<file path="src/rtl/gray_cnt.sv">
// Registered up/down Gray-code counter with parallel load.
// Binary and Gray counts are both flop outputs, so gray changes at most one bit per step.
module gray_cnt #(
    parameter int unsigned W        = 4,
    parameter logic [W-1:0] RST_VAL = '0,
    parameter bit           SATURATE = 1'b0
) (
    input  logic         clk,
    input  logic         rst,
    input  logic         en,
    input  logic         up_dn,
    input  logic         load,
    input  logic [W-1:0] load_gray,
    output logic [W-1:0] gray,
    output logic [W-1:0] bin,
    output logic         tc,
    output logic         busy
);

    localparam logic [W-1:0] ALL_ONES = '1;
    localparam logic [W-1:0] ZERO     = '0;
    localparam logic [W-1:0] ONE      = W'(1);
    localparam logic [W-1:0] RST_GRAY = RST_VAL ^ (RST_VAL >> 1);

    logic [W-1:0] bin_nxt;
    logic [W-1:0] gray_nxt;
    logic         tc_nxt;
    logic         busy_nxt;

    // Each binary bit is the XOR of all Gray bits at and above it.
    function automatic logic [W-1:0] gray2bin(input logic [W-1:0] g);
        logic [W-1:0] b;
        for (int unsigned i = 0; i < W; i++) begin
            b[i] = ^(g >> i);
        end
        return b;
    endfunction

    always_ff @(posedge clk or posedge rst) begin
        if (rst) begin
            bin  <= RST_VAL;
            gray <= RST_GRAY;
            tc   <= 1'b0;
            busy <= 1'b0;
        end else begin
            bin  <= bin_nxt;
            gray <= gray_nxt;
            tc   <= tc_nxt;
            busy <= busy_nxt;
        end
    end

    // Next-count selection: load beats enable; saturation holds at the travel end.
    always_comb begin
        bin_nxt  = bin;
        gray_nxt = gray;
        tc_nxt   = 1'b0;
        busy_nxt = en & ~load;

        if (load) begin
            bin_nxt  = gray2bin(load_gray);
            gray_nxt = load_gray;
        end else if (en) begin
            if (up_dn) begin
                if (bin == ALL_ONES) begin
                    if (!SATURATE) begin
                        bin_nxt = ZERO;
                        tc_nxt  = 1'b1;
                    end
                end else begin
                    bin_nxt = bin + ONE;
                    tc_nxt  = SATURATE && ((bin + ONE) == ALL_ONES);
                end
            end else begin
                if (bin == ZERO) begin
                    if (!SATURATE) begin
                        bin_nxt = ALL_ONES;
                        tc_nxt  = 1'b1;
                    end
                end else begin
                    bin_nxt = bin - ONE;
                    tc_nxt  = SATURATE && ((bin - ONE) == ZERO);
                end
            end
            gray_nxt = bin_nxt ^ (bin_nxt >> 1);
        end
    end

endmodule

</file>
<file path="config.mk">
export PLATFORM = sky130hd
export DESIGN_NAME = gray_cnt
export DESIGN_NICKNAME = d
export VERILOG_FILES = /design/src/rtl/gray_cnt.sv
export SDC_FILE = /design/constraint.sdc
export NUM_CORES = 1
export LEC_CHECK = 0
export ABC_AREA = 1
export CORE_ASPECT_RATIO = 0.8
export CORE_MARGIN = 8
export CORE_UTILIZATION = 25
export DETAILED_ROUTE_END_ITERATION = 8
export PLACE_DENSITY = 0.51
export SLEW_MARGIN = 20
export SYNTH_ARGS = -nofsm -noshare
export SYNTH_HDL_FRONTEND = slang
export SYNTH_SLANG_ARGS = --single-unit
export TNS_END_PERCENT = 1
</file>
<file path="constraint.sdc">
create_clock -name clk -period 1.41 [get_ports clk]
set_input_delay 0.2115 -clock clk [delete_from_list [all_inputs] [get_ports clk]]
set_output_delay 0.2115 -clock clk [all_outputs]
set_load 0.1 [all_outputs]
</file>
==> results.md <==
* Status: finished, violations left
* Violated checks: setup timing
* CTS tree: done
* Clk buf depth at 2
* Post-place instance area at 0.001121 sq mm
* Final Hold Viols at 0
* Detailed Route Iter0 Violations at 10
* Root buffer cell: clkbuf_4
* Final WS setup at -1.027 ps
* Worst-Skew Late Latency at 270 ps
* Clk sink count at 9
* Layout cells sized above 1 at 40.30%
* PD cells at 1346 mW/mm^2
* Crit path launch: bin[0]
* Worst setup EP type: register
* Final hold slack at 202.0 ps
* Seq/Total Area, Yosys at 35.29%
* I/O pin total at 19
* Core Region at 0.002442 sq mm
* N_diodes at 0
* Gate Count Post-Synth at 96
* #FFs+latches synth at 9
* Max-slew violation count at 0
* H-tree depth at 1
* Reg2Reg Launch Point: bin[0]
* Max Clock Freq at 0.7087 GHz
* Wire per inst at 10.84 um
* Unrepaired setup endpoints after global routing: yes
* Vias in the first global route at 710
* Grt total ovfl at 0
* Final WL at 1.843 mm
* P_leak at 0.0005805 uW
* Core Rows at 16
* Die H at 61.19 um
* HPWL after DPL at 1.532 mm
* Worst Hold Class: in -> async
* GP Congestion at 0.7924
* DRT Pass-1 Iters at 4
* Fin util at 48.98%
* Startpoint type of the worst setup path: register
* Avg Cell Area, Syn at 6.647 sq um
* Vias post-DR at 727
* Slew HR at 76.18%
* DR vias/cell at 4.276
* Post-Syn Nets at 107
* Post-route ant nets at 0
* Maximum vdd drop at 0.5853 mV
* Fin Clk Skew at 4.007 ps
* Setup CP Type: reg -> reg
* IO Port Bufs at 18
* Drt drc at 0
* Net count, final at 146
* Die width at 72.49 um
* Total GRT Usage at 9.414%
* Setup TNS at -1.027 ps
* Max-Cap Viols at 0
* Clk slew on worst S/H paths at 70 ps
* WP data required at 1630 ps
* Tightest Pin Transition at 356.9 ps
* Crit path DAT at 1630 ps
* Synth-to-Final Area Change at 87.45%
* Pin count of the biggest net entering global routing at 10
* Cell area after synthesis at 638.1 sq um
* Yosys cell types at 19
* First-pass GRT wire length at 3.201 mm
* Final Instance Area at 0.001196 sq mm
* Synth warnings at 0
* Worst Path Max Fanout at 4
* Post-route clock period utilization at 100.1%
* Placement Setup Slack at -124.6 ps
* Initial Util at 26.13%
* Finish-stage setup viols at 1
* Die ar. at 0.004435 sq mm
* Fin crit period at 1411 ps
* Initial antenna violation count at 0
* Total CTS buffers at 3
## power breakdown
part	switching, uW	internal (uW)
Combinational	587	426
Clock	106	110
Sequential	72.4	308
## final cells by class
type	count	area, sq um
fillers	263	1246
inverters	12	50.05
clock buffers	4	26.28
repair buffers	36	415.4
flip-flops and latches	9	235.2
well taps	36	45.04
multi-input cells	73	424.2
## placed cells by master, fill, tap and decap left out, drive strengths merged
| master | netlist | final |
|---|---|---|
| ha | 2 | 2 |
| nand4 | 1 | 1 |
| buf | 2 | 28 |
| a21boi | 1 | 1 |
| clkbuf | 0 | 4 |
| o21ai | 2 | 2 |
| xnor2 | 3 | 3 |
| clkdlybuf4s50 | 0 | 8 |
| dfrtp | 9 | 9 |
| inv | 12 | 12 |
| nand3 | 14 | 14 |
| a21oi | 3 | 3 |
| a22oi | 1 | 1 |
| or2 | 1 | 1 |
| and2 | 1 | 1 |
| nor2 | 11 | 11 |
| nand2 | 33 | 33 |
## final timing paths
check / to / slack, ps / cells past startpoint
hold / removal: gray[1] / 200 / 2
hold reg to reg: gray[0] / 560 / 2
min in group clk: gray[0] / 560 / 2
setup / recovery: gray[0] / -1 / 9
max in group asynchronous: bin[0] / 920 / 2
setup reg to reg: gray[0] / -1 / 9
## state kept, by name, summed over array words and instances, names as in the netlist
| signal | count |
|---|---|
| busy | 1 |
| bin | 3 |
| gray | 4 |
| tc | 1 |
## metal layers
layer  routed length (um)  GRT usage, %  vias to the layer above
met5                    0             0                        -
met4                   11         1.705                        0
met3                  121         5.041                        2
met2                  812         14.89                       15
met1                  897         11.19                      334
li1                     -             -                      376
## timing repair
item | CTS | global route
gates cloned | 0 | 0
buffers inserted | 0 | 2
setup endpoints to repair | 1 | 6
gates resized for setup | 1 | 8
pin swaps | 0 | 5
hold buffers | 0 | 0
## per-stage QoR
stage | std cells | power, uW
after CTS | 168 | 1560
after detailed placement | 164 | 1328
after global routing | 170 | 1707
after global placement | 164 | 1325
final | 170 | 1610
after floorplan | 96 | 949.9
## worst max-delay path: stages, from the launching register on
cell and delay, ps:
dfrtp_4 510, inv_4 80, ha_4 210, xnor2_4 190, nand2_2 80, nand2_2 70, inv_2 30, nand2_2 50
nand3_2 60, nand2_2 60
## cells by family after synthesis
kind of cell | share of synthesized area, %
flops | 35.29
compound gates | 6.275
xor+xnor | 4.118
simple gates | 41.38
buf+inv | 9.019
fa+ha+maj | 3.921
## synthesized netlist by cell type
master / instances / area (sq um)
nor2_1: 10 / 37.54
inv_1: 11 / 41.29
a21oi_1: 3 / 15.01
nand2_1: 30 / 112.6
or2_1: 1 / 6.260
xnor2_1: 3 / 26.28
a22oi_1: 1 / 7.510
buf_4: 1 / 7.510
nor2_2: 1 / 6.260
ha_1: 2 / 25.02
inv_2: 1 / 3.750
a21boi_0: 1 / 7.510
o21ai_0: 2 / 10.01
buf_2: 1 / 5.000
nand4_1: 1 / 6.260
dfrtp_1: 9 / 225.2
nand3_1: 14 / 70.07
nand2_2: 3 / 18.77
and2_1: 1 / 6.260
Note: power is estimated with default switching activity, not from simulation.
